## src/rtl/traffic_phase_sequencer_if.sv

```systemverilog
// Sensor inputs and timing/lamp outputs of the traffic phase sequencer.
// The master modport is the sequencer; the slave modport is its consumer/driver side.
interface traffic_phase_sequencer_if;
  logic       sensor_ns;
  logic       sensor_ew;
  logic       sec_tick;
  logic [5:0] sec_count;
  logic [2:0] phase;
  logic [2:0] ns_light;
  logic [2:0] ew_light;

  modport master (
    input  sensor_ns, sensor_ew,
    output sec_tick, sec_count, phase, ns_light, ew_light
  );

  modport slave (
    output sensor_ns, sensor_ew,
    input  sec_tick, sec_count, phase, ns_light, ew_light
  );
endinterface

```

## src/rtl/traffic_phase_sequencer.sv

```systemverilog
// One-second prescaler, per-phase seconds counter and NS/EW phase ring with
// demand-latched sensors; lamps are decoded from the phase register.
module traffic_phase_sequencer #(
  parameter int TICK_DIV    = 50_000_000,
  parameter int MIN_GREEN   = 24,
  parameter int MAX_GREEN   = 60,
  parameter int YELLOW_SEC  = 3,
  parameter int ALL_RED_SEC = 1
) (
  input  logic                        clk,
  input  logic                        rst,
  traffic_phase_sequencer_if.master   bus
);

  localparam int PW = $clog2(TICK_DIV);
  localparam logic [PW-1:0] PRE_LAST   = PW'(TICK_DIV - 1);
  localparam logic [PW-1:0] PRE_ONE    = PW'(1);
  localparam logic [5:0]    MIN_G_LAST = 6'(MIN_GREEN - 1);
  localparam logic [5:0]    MAX_G_LAST = 6'(MAX_GREEN - 1);
  localparam logic [5:0]    Y_LAST     = 6'(YELLOW_SEC - 1);
  localparam logic [5:0]    AR_LAST    = 6'(ALL_RED_SEC - 1);

  typedef enum logic [2:0] {
    NS_G = 3'd0,
    NS_Y = 3'd1,
    AR_A = 3'd2,
    EW_G = 3'd3,
    EW_Y = 3'd4,
    AR_B = 3'd5
  } phase_e;

  phase_e        state_r;
  phase_e        next_state_s;
  logic [PW-1:0] presc_r;
  logic [5:0]    sec_count_r;
  logic          dem_ns_r;
  logic          dem_ew_r;
  logic          tick_s;
  logic          advance_s;
  logic [2:0]    ns_light_s;
  logic [2:0]    ew_light_s;

  assign tick_s = (presc_r == PRE_LAST);

  // Exit condition and successor for the current phase; unused codes fall to AR_B at once.
  always_comb begin
    next_state_s = state_r;
    advance_s    = 1'b0;
    case (state_r)
      NS_G: begin
        next_state_s = NS_Y;
        advance_s    = tick_s && (((sec_count_r >= MIN_G_LAST) && dem_ew_r) ||
                                  (sec_count_r == MAX_G_LAST));
      end
      NS_Y: begin
        next_state_s = AR_A;
        advance_s    = tick_s && (sec_count_r == Y_LAST);
      end
      AR_A: begin
        next_state_s = EW_G;
        advance_s    = tick_s && (sec_count_r == AR_LAST);
      end
      EW_G: begin
        next_state_s = EW_Y;
        advance_s    = tick_s && (((sec_count_r >= MIN_G_LAST) && dem_ns_r) ||
                                  (sec_count_r == MAX_G_LAST));
      end
      EW_Y: begin
        next_state_s = AR_B;
        advance_s    = tick_s && (sec_count_r == Y_LAST);
      end
      AR_B: begin
        next_state_s = NS_G;
        advance_s    = tick_s && (sec_count_r == AR_LAST);
      end
      default: begin
        next_state_s = AR_B;
        advance_s    = 1'b1;
      end
    endcase
  end

  // Lamp decode: anything other than a green/yellow of one direction is all-red.
  always_comb begin
    ns_light_s = 3'b100;
    ew_light_s = 3'b100;
    case (state_r)
      NS_G: begin
        ns_light_s = 3'b001;
        ew_light_s = 3'b100;
      end
      NS_Y: begin
        ns_light_s = 3'b010;
        ew_light_s = 3'b100;
      end
      EW_G: begin
        ns_light_s = 3'b100;
        ew_light_s = 3'b001;
      end
      EW_Y: begin
        ns_light_s = 3'b100;
        ew_light_s = 3'b010;
      end
      default: begin
        ns_light_s = 3'b100;
        ew_light_s = 3'b100;
      end
    endcase
  end

  // Prescaler, seconds counter, phase register and demand latches.
  always_ff @(posedge clk) begin
    if (rst) begin
      presc_r     <= '0;
      sec_count_r <= 6'd0;
      state_r     <= AR_B;
      dem_ns_r    <= 1'b0;
      dem_ew_r    <= 1'b0;
    end else begin
      presc_r <= tick_s ? '0 : (presc_r + PRE_ONE);
      if (advance_s) begin
        state_r     <= next_state_s;
        sec_count_r <= 6'd0;
      end else if (tick_s) begin
        sec_count_r <= sec_count_r + 6'd1;
      end
      // Clearing on entry to the own green beats a same-edge sensor set.
      dem_ns_r <= (advance_s && (next_state_s == NS_G)) ? 1'b0 : (dem_ns_r | bus.sensor_ns);
      dem_ew_r <= (advance_s && (next_state_s == EW_G)) ? 1'b0 : (dem_ew_r | bus.sensor_ew);
    end
  end

  assign bus.sec_tick  = tick_s;
  assign bus.sec_count = sec_count_r;
  assign bus.phase     = state_r;
  assign bus.ns_light  = ns_light_s;
  assign bus.ew_light  = ew_light_s;

endmodule

```

## src/flat_wrapper.sv

```systemverilog
// flat-port wrapper written by rule: the top's interface ports become plain ports
module traffic_phase_sequencer_flat 
#(
  parameter int TICK_DIV    = 50_000_000,
  parameter int MIN_GREEN   = 24,
  parameter int MAX_GREEN   = 60,
  parameter int YELLOW_SEC  = 3,
  parameter int ALL_RED_SEC = 1
)
  (clk, rst, bus_sensor_ns, bus_sensor_ew, bus_sec_tick, bus_sec_count, bus_phase, bus_ns_light, bus_ew_light);
  traffic_phase_sequencer_if bus_i ();
  input  logic clk;
  input  logic rst;
  input wire logic [$bits(bus_i.sensor_ns)-1:0] bus_sensor_ns;
  input wire logic [$bits(bus_i.sensor_ew)-1:0] bus_sensor_ew;
  output wire logic [$bits(bus_i.sec_tick)-1:0] bus_sec_tick;
  output wire logic [$bits(bus_i.sec_count)-1:0] bus_sec_count;
  output wire logic [$bits(bus_i.phase)-1:0] bus_phase;
  output wire logic [$bits(bus_i.ns_light)-1:0] bus_ns_light;
  output wire logic [$bits(bus_i.ew_light)-1:0] bus_ew_light;
  assign bus_i.sensor_ns = bus_sensor_ns;
  assign bus_i.sensor_ew = bus_sensor_ew;
  assign bus_sec_tick = bus_i.sec_tick;
  assign bus_sec_count = bus_i.sec_count;
  assign bus_phase = bus_i.phase;
  assign bus_ns_light = bus_i.ns_light;
  assign bus_ew_light = bus_i.ew_light;
  traffic_phase_sequencer #(.TICK_DIV(TICK_DIV), .MIN_GREEN(MIN_GREEN), .MAX_GREEN(MAX_GREEN), .YELLOW_SEC(YELLOW_SEC), .ALL_RED_SEC(ALL_RED_SEC)) u_core (.clk(clk), .rst(rst), .bus(bus_i));
endmodule
```

## config.mk

```make
export PLATFORM = sky130hd
export DESIGN_NAME = traffic_phase_sequencer_flat
export DESIGN_NICKNAME = d
export VERILOG_FILES = /design/src/rtl/traffic_phase_sequencer_if.sv /design/src/rtl/traffic_phase_sequencer.sv /design/src/flat_wrapper.sv
export SDC_FILE = /design/constraint.sdc
export NUM_CORES = 1
export LEC_CHECK = 0
export BUFFER_PORTS_ARGS = -buffer_cell sky130_fd_sc_hd__buf_2
export CAP_MARGIN = 20
export CORE_MARGIN = 2
export CORE_UTILIZATION = 40
export CTS_CLUSTER_SIZE = 10
export DETAILED_ROUTE_END_ITERATION = 12
export PLACE_DENSITY_LB_ADDON = 0.12
export SYNTH_ARGS = -nofsm -noshare
export SYNTH_HDL_FRONTEND = slang
export SYNTH_SLANG_ARGS = --single-unit
```

## constraint.sdc

```tcl
create_clock -name clk -period 2 [get_ports clk]
set_clock_uncertainty 0.2 [all_clocks]
set_input_delay 0.4 -clock clk [delete_from_list [all_inputs] [get_ports clk]]
set_output_delay 0.4 -clock clk [all_outputs]
set_load 0.1 [all_outputs]
```

[Word-level counts from Yosys, hierarchy flattened]
Cells that the tools add are included.
Operators by class
  add/sub/neg operators: 2
  $lt $le $gt $ge: 1
  eq/ne operators: 9
  muxes and demuxes: 4
  bitwise operators: 2
  reduce and logical (&&, ||, !) cells: 19
Operators by type and width (number)
  $add A26 B1 Y26 const B: 1
  $eq A26 B26 Y1 const B: 1
  $pmux W3 S5: 1
  $pmux W3 S2: 2
  $reduce_or A2 Y1: 6
  $eq A3 B2 Y1 const B: 3
  $logic_and A1 B1 Y1: 8
  $add A6 B1 Y6 const B: 1
  $eq A3 B3 Y1 const B: 2
  $eq A6 B2 Y1 const B: 1
  $eq A6 B6 Y1 const B: 1
  $ge A6 B5 Y1 const B: 1
  $logic_not A3 Y1: 2
  $logic_not A6 Y1: 1
  $pmux W1 S4: 1
  $eq A3 B1 Y1 const B: 1
  $logic_or A1 B1 Y1: 2
  $or A1 B1 Y1: 2
Word-level totals
  flip-flop bits (word level): 37
  bits of input ports: 4
  output and inout bits: 16
  word-level logic and storage cells: 42

[Depth between registers and ports, before layout]
Gate-level depths: netlist of the first run.
  word-level depth: 7
  gate-level depth with buffers: 7
  gate-level depth less buffers: 7

[Worst setup path after synthesis of the first run]
No wires, ideal clock.
  path type: register -> output
  start point: reg u_core.state_r[2] (netlist: u_core.bus.phase[2])
  end point: out bus_ew_light[2]
  arrival time: 4.703 ns
  data required time: 1.400 ns
  setup slack: -3.303 ns
  stages on the path, launching flop included: 4
  buffers on the path: 0
  cell sequence: dfxtp_1 -> inv_1 -> nor3_1 -> nor2_1
On the way
  longest elaborated chain between the ends: 2
  elaborated cells on any way between the ends: 3
  those cells by class: eq/ne: 2; mux: 1
RTL lines
  start, declared: line traffic_phase_sequencer.sv:32  | phase_e state_r;
  start signal, assigned: line traffic_phase_sequencer.sv:122  | state_r <= next_state_s;
  $eq A3 B3 Y1 / $eq A3 B2 Y1 (equally long branches): line traffic_phase_sequencer.sv:87  | case (state_r)
  $pmux W3 S2 (*): line traffic_phase_sequencer.sv:87
  end, declared: line flat_wrapper.sv:20  | output wire logic [$bits(bus_i.ew_light)-1:0] bus_ew_light;
Mark *: on every way between the ends. The rest lies on a longest branch, timed or not.

[Final worst setup path of the first run]
  start point: reg u_core.presc_r[9]
  end point: out bus_sec_tick
On the way
  longest elaborated chain between the ends: 1
RTL lines
  start, declared: line traffic_phase_sequencer.sv:34  | logic [PW-1:0] presc_r;
  start signal, assigned: line traffic_phase_sequencer.sv:120  | presc_r <= tick_s ? '0 : (presc_r + PRE_ONE);
  $eq A26 B26 Y1: line traffic_phase_sequencer.sv:43  | assign tick_s = (presc_r == PRE_LAST);
  end, declared: line flat_wrapper.sv:16  | output wire logic [$bits(bus_i.sec_tick)-1:0] bus_sec_tick;
Every way passes these cells.

==> results of run 1 <==
==> sequential cells by signal (all words and copies together) (netlist names) <==
register and flops:
u_core.dem_ns_r 1, u_core.presc_r 26, u_core.bus.sec_count 6, u_core.bus.phase 3, u_core.dem_ew_r 1
==> synth_stat cells (3+ instances only) <==
cell type   n  share of area [%]
xnor2_1     8                3.8
o21ai_0     6                1.6
and3_1      4                1.4
ha_1        4                2.7
nor2_1     36                7.3
nor3_1      5                1.4
buf_2       4                1.1
inv_1       6                1.2
nand2_1    17                3.5
nor4_4      3                3.5
nand4_1     4                1.4
or3_1       4                1.4
a21oi_1     8                2.2
xor2_1     19                9.0
dfxtp_1    37                 40
nand3_1    13                3.5
==> worst paths after layout <==
path | from | endpoint | slack (ns)
max | u_core.presc_r[9] | bus_sec_tick | -0.35
min | rst | u_core.bus.phase[1] | 0.17
max reg2reg | u_core.presc_r[9] | u_core.bus.phase[1] | -0.11
min reg2reg | u_core.dem_ns_r | u_core.dem_ns_r | 0.32
==> critical path, cell delays in order, from the launching register on <==
cell     delay, ns
dfxtp_2       0.33
nor4_4        0.27
nand4_2       0.16
buf_6         0.15
nor4_4        0.34
buf_12        0.23
==> through the flow <==
step                total power [uW]  setup TNS [ns]  cell area (um^2)  hold WS, ns  utilization [%]
finish                          1290          -0.464              2790        0.170             63.7
global route                    1350           -4.87              2790        0.170             63.7
floorplan                        789          -21.92              1980        0.217                -
detailed placement               805          -0.103              2560        0.299             58.3
global placement                 804         -0.0491              2560        0.294             58.3
CTS                             1310          -0.452              2710        0.155             61.9
==> layout by cell type (no fill, tap or decap), types with 8 or more instances in the layout <==
cell type / n
nand3_1: 12
xor2_1: 19
dfxtp_1: 24
buf_4: 52
nand2_1: 13
buf_2: 12
buf_12: 8
nor2_1: 34
dfxtp_2: 10
==> cells by family (layout without fill, tap and decap cells) <==
family,Yosys count,count (layout),synth area share [%]
compound gates,23,23,7.47
simple gates,104,104,33.0
xor+xnor,27,27,12.8
fa+ha+maj,4,4,2.72
mux,2,2,1.09
buf+inv,12,89,2.72
flops,37,37,40.2
==> per-layer routing <==
| layer | share of wire [%] | vias up | GRT usage (%) |
|---|---|---|---|
| li1 | - | 875 | - |
| met1 | 44 | 759 | 19.6 |
| met2 | 51 | 27 | 30.2 |
| met3 | 3.4 | 6 | 4.78 |
| met4 | 1.8 | 0 | 6.92 |
| met5 | 0 | - | 0 |
==> layout make-up <==
cell class,count,area (um^2)
multi-input combinational,160,1210
clock inverter,1,5.00
tap,52,65.1
clock buffer,7,76.3
timing repair buffer,75,644
fill,382,1590
sequential,37,764
inverter,6,28.8
==> power groups by stage <==
stage	logic, uW	registers (uW)	clock network [uW]
6_report	43.0	746	506
5_1_grt	49.6	746	549
3_3_place_gp	41.7	762	0
3_5_place_dp	42.4	763	0
2_1_floorplan	27.2	762	0
4_1_cts	42.9	745	524
==> repair_timing <==
action,4_1_cts,5_1_grt
setup endpoints to repair,8,37
setup buffers,4,2
resized for setup,11,13
hold buffers,0,0
pin swaps,5,8
==> impl_metrics.csv, run 1 <==
group,metric,value,unit
run_status,outcome,"complete, but fails checks",
run_status,violations,"negative setup slack",
routing,drt-initial-drc-count,44,
power,pwr-share-comb,3.3,%
worst_setup_path,arrival,1.75,ns
die,core,0.00438,mm^2
placed_design,globalplace.congestion,0.800,
die,die_w,71.9,um
routing,routed_wire_length_per_instance,12.3,um
clock_network,path_clk_slew,0.08,ns
routing,vias,1667,
routing,drtAntennaViolNets,0,
grt,overflow,0,
worst_setup_path,criticalPathCategory,"register to output port",
sta,finalCritPeriodShare,117,%
die,row_count,24,
routing,drt-total-wl,4150,um
power,power.density,464,mW/mm^2
worst_setup_path,r2r_cells,7,
routing,drc,0,
power,swShare,22.4,%
clock_network,cts_tree,"yes",
clock_network,cts_max_level,2,
power,pwr-share-seq,57.6,%
worst_setup_path,required,1.40,ns
cells_and_area,area_delta_synth_final,51.5,%
sta,final_max_slew_viol_count,0,
logic_synthesis,ys_ff_latch,37,
sta,fmax,426,MHz
clock_network,cts.path.max_buffers,2,
placed_design,pre_cts_ws,-0.0532,ns
worst_hold_path,hold_class,"input pin to register",
sta,post-route-min-period,2.35,ns
run,maxCapViolations,0,
die,dieArea,0.00517,mm^2
sta,timing.slew.headroom,67.9,%
logic_synthesis,synthCells,209,
worst_setup_path,cp_max_fo,4,
cells_and_area,nNetsFinal,293,
grt,grt_pass1_vias,1609,
die,io_pins,20,
cells_and_area,fin_cells,338,
cells_and_area,antenna_cells,0,
worst_setup_path,start_kind,"register",
sta,setup_violations,3,
logic_synthesis,synth_area_per_cell,8.82,um^2
logic_synthesis,ys_async_sr_fraction,0,%
sta,hold_violations,0,
die,initial_core_util,42.0,%
clock_network,insertion_delay,0.29,ns
clock_network,cts_inserted_buffers,5,
power,power_leakage,0.00117,uW
grt,grt_use_total,17.2,%
clock_network,cts.sinks,37,
power,intPower,1000,uW
clock_network,root_buffer,"clkbuf_8",
sta,timing.final.ws_setup,-0.346,ns
power,vdd_ir_drop_max,0.425,mV
grt,antenna_found_initial,0,
routing,vias_per_cell,4.93,
placed_design,hpwl,3020,um
sta,worstMarginPinSlew,0.485,ns
logic_synthesis,synth_ff_type,"dfxtp_1",
worst_hold_path,min_delay_path_depth,2,
power,p_sw,290,uW
die,dieHeight,71.9,um
logic_synthesis,ys_seq_area_share,40.2,%
placed_design,numPortBuffers,19,
cells_and_area,drive_gt1_share,44.8,%
routing,first_pass_iters,4,
sta,rsz0062_at_grt,"yes",
power,clockPowerShare,39.1,%
logic_synthesis,ys_warn_count,0,
grt,grt_max_degree,25,
logic_synthesis,netlist_area,0.00184,mm^2
grt,grt_pass1_wl,6930,um
placed_design,place_inst,324,
logic_synthesis,syn_nets,217,
logic_synthesis,synth_edf_count,0,
logic_synthesis,synthDistinctLibCells,39,
worst_setup_path,endpoint_kind,"output port",
Power figures use the tool's default switching activity.
==> run 2, diff against run 1 <==
Settings changed: CTS_CLUSTER_DIAMETER set to 200, SETUP_SLACK_MARGIN set to 0.4.
==> run 2 against run 1 <==
  * Count of clock-buffer cells in the layout shrank 1
  * Routed wire length grew 24%
  * The run still ends with negative setup slack left
  * Cell count grew 3.6%
  * Largest power group unchanged
==> impl_metrics.csv, run 2 (same netlist as run 1, synthesis figures left out) <==
group,metric,value,unit
die,io_pins,20,
cells_and_area,final_cell_mix,"buf_4 (42), nor2_1 (34), xor2_1 (19), buf_6 (19), dfxtp_1 (19)",
grt,grtUsageMet3,4.92,%
cells_and_area,mostFrequentLayoutCell,"buf_4",
worst_setup_path,start_kind,"register",
worst_setup_path,cp_max_fo,2,
sta,rsz0062_at_grt,"yes",
clock_network,insertion_delay,0.30,ns
sta,finalCritPeriodShare,117,%
placed_design,hpwl,2950,um
die,dieHeight,71.9,um
routing,drt-total-wl,5130,um
worst_setup_path,required,1.40,ns
clock_network,cts.path.max_buffers,2,
routing,vias,1784,
worst_setup_path,endpoint_kind,"output port",
cells_and_area,top_register,"u_core.presc_r",
die,core,0.00438,mm^2
sta,fmax,427,MHz
clock_network,path_clk_slew,0.08,ns
die,dieArea,0.00517,mm^2
cells_and_area,nNetsFinal,305,
clock_network,cts_max_level,2,
die,row_count,24,
run,maxCapViolations,0,
sta,whs,0.163,ns
grt,grt_pass1_vias,1715,
worst_hold_path,min_delay_path_depth,2,
placed_design,numPortBuffers,19,
sta,final_max_slew_viol_count,0,
cells_and_area,drive_gt1_share,50.0,%
power,vdd_ir_drop_max,0.394,mV
placed_design,globalplace.congestion,0.815,
worst_setup_path,criticalPathCategory,"register to output port",
worst_hold_path,min_to,"u_core.bus.phase[1]",
worst_setup_path,r2r-start,"u_core.presc_r[16]",
grt,overflow,0,
run_status,outcome,"complete, but fails checks",
cells_and_area,largest_register_ffs,26,
sta,setup_violations,35,
clock_network,root_buffer,"clkbuf_8",
sta,post-route-min-period,2.34,ns
routing,vias_per_cell,5.10,
routing,drt-initial-drc-count,67,
worst_setup_path,arrival,1.74,ns
routing,first_pass_iters,4,
sta,timing.slew.headroom,73.5,%
grt,antenna_found_initial,0,
clock_network,cts_inserted_buffers,5,
sta,worstMarginPinSlew,0.397,ns
power,power.density,462,mW/mm^2
grt,grt_use_total,20.6,%
grt,use_met2,37.2,%
grt,gr-usage-met1,23.4,%
clock_network,cts.sinks,37,
die,die_w,71.9,um
placed_design,place_inst,317,
routing,drc,0,
cells_and_area,fin_cells,350,
worst_hold_path,hold_class,"input pin to register",
routing,drtAntennaViolNets,0,
worst_setup_path,r2r-end,"u_core.bus.phase[1]",
grt,grt.busiest_layer,"met2",
cells_and_area,area_delta_synth_final,76.7,%
worst_setup_path,r2r_cells,8,
routing,routed_wire_length_per_instance,14.7,um
sta,timing.final.ws_setup,-0.342,ns
worst_hold_path,worstHoldStart,"rst",
cells_and_area,antenna_cells,0,
power,power_leakage,0.00138,uW
die,initial_core_util,42.0,%
worst_setup_path,ff2ff_setup_slack,-0.34,ns
grt,grt_pass1_wl,8170,um
run_status,violations,"negative setup slack",
cells_and_area,nFillCells,306,
clock_network,cts_tree,"yes",
sta,hold_violations,0,
grt,grt_max_degree,13,
[run 2: critical path, cell delays in order, from the launching register on]
cell and delay (ns):
dfxtp_2 0.35, nor4_4 0.32, nand4_2 0.17, buf_6 0.16, nor4_4 0.12, buf_4 0.17
buf_12 0.17
[run 2: metrics by stage]
step / instance area (um^2) / worst slack, ns / util (%) / TNS [ns] / total power, uW
after floorplan: 2000 / -0.738 / - / -21.94 / 789
after global placement: 2510 / -0.0138 / 57.3 / -0.0138 / 802
after detailed placement: 2510 / -0.0490 / 57.3 / -0.0637 / 802
after CTS: 3110 / -0.258 / 70.9 / -2.15 / 1510
after global routing: 3260 / -0.425 / 74.3 / -11.72 / 1560
final: 3260 / -0.342 / 74.3 / -8.46 / 1500
[run 2: what timing repair did]
action,4_1_cts,5_1_grt
cloned,4,0
resized for setup,70,18
hold buffers,0,0
pin swaps,15,7
endpoints found under the hold margin,0,0
endpoints found under the setup margin,51,51
setup buffers,13,8
[run 2: how the worst max path moves through the flow]
stage               cells after the start          startpoint                   to  slack (ns)
finish                                  6  u_core.presc_r[16]         bus_sec_tick       -0.34
detailed placement                      6  u_core.presc_r[24]  u_core.bus.phase[1]       -0.05
floorplan                               7   u_core.presc_r[9]    u_core.presc_r[9]       -0.74
global placement                        6  u_core.presc_r[24]  u_core.bus.phase[1]       -0.01
global route                            6  u_core.presc_r[24]         bus_sec_tick       -0.43
CTS                                     6  u_core.presc_r[16]         bus_sec_tick       -0.26
[run 2: report_power, final]
part	switching (uW)	internal, uW
Sequential	5.65	739
Combinational	31.9	48.0
Clock	274	405
[run 2: final cells by class]
cell class / instances / area, um^2 / share of cell area (%)
timing repair buffer: 87 / 1040 / 31.8
inverter: 6 / 33.8 / 1.04
multi-input combinational: 160 / 1230 / 37.7
tap: 52 / 65.1 / 2.00
clock buffer: 6 / 82.6 / 2.54
clock inverter: 2 / 37.5 / 1.15
sequential: 37 / 773 / 23.7
[run 2: per-layer routing]
layer	share of wire, %	vias up
li1	-	898
met1	40	835
met2	54	38
met3	3.5	13
met4	2.4	0
met5	0	-
==> run 3, diff against run 2 <==
Settings changed: CORE_MARGIN 2 to not set.
==> run 3 against run 2 <==
  * Cell count decreased by 2.6%
  * Count of clock-buffer cells in the layout rose by 1
  * Via count shrank 1.1%
  * Critical path type unchanged
  * The flow still finishes with violations (negative setup slack)
  * Critical endpoint unchanged
  * Sequential share of layout area is 0.83 points higher
  * Combinational power grew 2%
  * Sequential power is essentially flat
==> impl_metrics.csv, run 3 (same netlist as run 1, synthesis figures left out) <==
group,metric,value,unit
routing,drt-initial-drc-count,52,
power,clockPowerShare,41.6,%
cells_and_area,top_register,"u_core.presc_r",
worst_setup_path,r2r_cells,10,
sta,fmax,439,MHz
clock_network,root_buffer,"clkbuf_8",
worst_setup_path,endpoint_kind,"output port",
clock_network,cts.path.max_buffers,2,
power,power_leakage,0.00128,uW
routing,vias,1765,
die,initial_core_util,42.0,%
cells_and_area,antenna_cells,0,
die,die_w,69.9,um
cells_and_area,mostFrequentLayoutCell,"buf_4",
power,power,1410,uW
die,core,0.00438,mm^2
sta,timing.final.ws_setup,-0.276,ns
cells_and_area,nNetsFinal,296,
power,vdd_ir_drop_max,0.414,mV
die,row_count,24,
cells_and_area,drive_gt1_share,52.9,%
sta,setup_violations,33,
grt,grt_pass1_wl,7680,um
worst_setup_path,start_kind,"register",
power,power.density,452,mW/mm^2
worst_setup_path,arrival,1.68,ns
cells_and_area,largest_register_ffs,26,
power,p_sw,319,uW
sta,final_max_slew_viol_count,0,
grt,overflow,0,
clock_network,ctsHoldBuffers,0,
power,pwr-share-comb,5.8,%
die,dieArea,0.00488,mm^2
die,io_pins,20,
placed_design,hpwl,2920,um
power,intPower,1100,uW
clock_network,cts_max_level,2,
power,pwr-share-seq,52.7,%
routing,first_pass_iters,4,
placed_design,numPortBuffers,19,
clock_network,cts_inserted_buffers,5,
clock_network,path_clk_slew,0.07,ns
routing,routed_wire_length_per_instance,14.6,um
run,maxCapViolations,0,
run_status,violations,"negative setup slack",
clock_network,cts_tree,"yes",
sta,rsz0062_at_grt,"yes",
worst_setup_path,required,1.40,ns
clock_network,cts.sinks,37,
power,swShare,22.5,%
placed_design,place_inst,314,
routing,drtAntennaViolNets,0,
placed_design,globalplace.congestion,0.769,
sta,worstMarginPinSlew,0.352,ns
worst_hold_path,hold_class,"input pin to register",
run_status,outcome,"complete, but fails checks",
cells_and_area,nFillCells,313,
cells_and_area,fin_cells,341,
grt,grt_max_degree,13,
worst_setup_path,criticalPathCategory,"register to output port",
die,dieHeight,69.9,um
grt,antenna_found_initial,0,
cells_and_area,area_delta_synth_final,69.9,%
routing,drc,0,
grt,grt_pass1_vias,1647,
routing,vias_per_cell,5.18,
worst_setup_path,cp_max_fo,2,
routing,drt-total-wl,4990,um
clock_network,insertion_delay,0.29,ns
sta,finalCritPeriodShare,114,%
grt,grt_use_total,20.1,%
worst_hold_path,min_delay_path_depth,2,
sta,post-route-min-period,2.28,ns
sta,timing.slew.headroom,76.4,%
cells_and_area,final_cell_mix,"buf_4 (40), nor2_1 (22), dfxtp_1 (22), xor2_1 (19), buf_12 (16)",
sta,hold_violations,0,
==> run 3: layer usage <==
layer	global-route usage, %	vias up	part of all wire [%]	wire length (um)
met5	0	-	0	0
met4	7.11	0	1.8	88
met3	4.47	10	3.1	154
met2	35.3	35	54	2690
met1	24.0	840	41	2050
li1	-	880	-	-
==> run 3: layout make-up <==
cell class / instances / area [um^2] / share of cell area (%)
Clock buffer: 7 / 96.3 / 3.08
Clock inverter: 1 / 5.00 / 0.160
Inverter: 6 / 33.8 / 1.08
Multi-Input combinational cell: 160 / 1260 / 40.3
Sequential cell: 37 / 769 / 24.6
Tap cell: 52 / 65.1 / 2.08
Timing Repair Buffer: 78 / 900 / 28.7
==> run 3: power by group through the flow <==
stage | sequential [uW] | clock (uW) | combinational [uW]
6_report | 745 | 588 | 81.6
5_1_grt | 746 | 631 | 87.2
4_1_cts | 746 | 595 | 64.4
3_5_place_dp | 763 | 0 | 40.0
3_3_place_gp | 762 | 0 | 39.6
2_1_floorplan | 762 | 0 | 27.2
==> run 3: timing repair <==
| item | 4_1_cts | 5_1_grt |
|---|---|---|
| resized for setup | 51 | 35 |
| setup buffers | 11 | 5 |
| pin swaps | 13 | 9 |
| cloned | 2 | 1 |
| endpoints found under the setup margin | 51 | 48 |
==> run 3: path summary, 6_finish.rpt <==
check                         to  slack, ns                from
min reg2reg    u_core.presc_r[0]       0.24   u_core.presc_r[0]
min          u_core.bus.phase[1]       0.17                 rst
max reg2reg   u_core.presc_r[11]      -0.21  u_core.presc_r[24]
max                 bus_sec_tick      -0.28  u_core.presc_r[24]
==> run 3: metrics by stage <==
step	setup WS [ns]	utilization [%]	instance area [um^2]	TNS [ns]	hold slack [ns]
detailed placement	-0.0326	56.8	2490	-0.0771	0.243
finish	-0.276	71.4	3130	-5.08	0.172
floorplan	-0.738	-	2000	-21.94	0.217
global placement	-0.0192	56.8	2490	-0.0253	0.231
global route	-0.333	71.4	3130	-7.48	0.177
CTS	-0.332	67.1	2940	-2.91	0.168
==> run 3: critical path, stage by stage, from the launching register on <==
cell	delay (ns)
dfxtp_2	0.34
nor4b_4	0.27
nand4_2	0.15
buf_6	0.15
nor4_4	0.25
buf_12	0.22
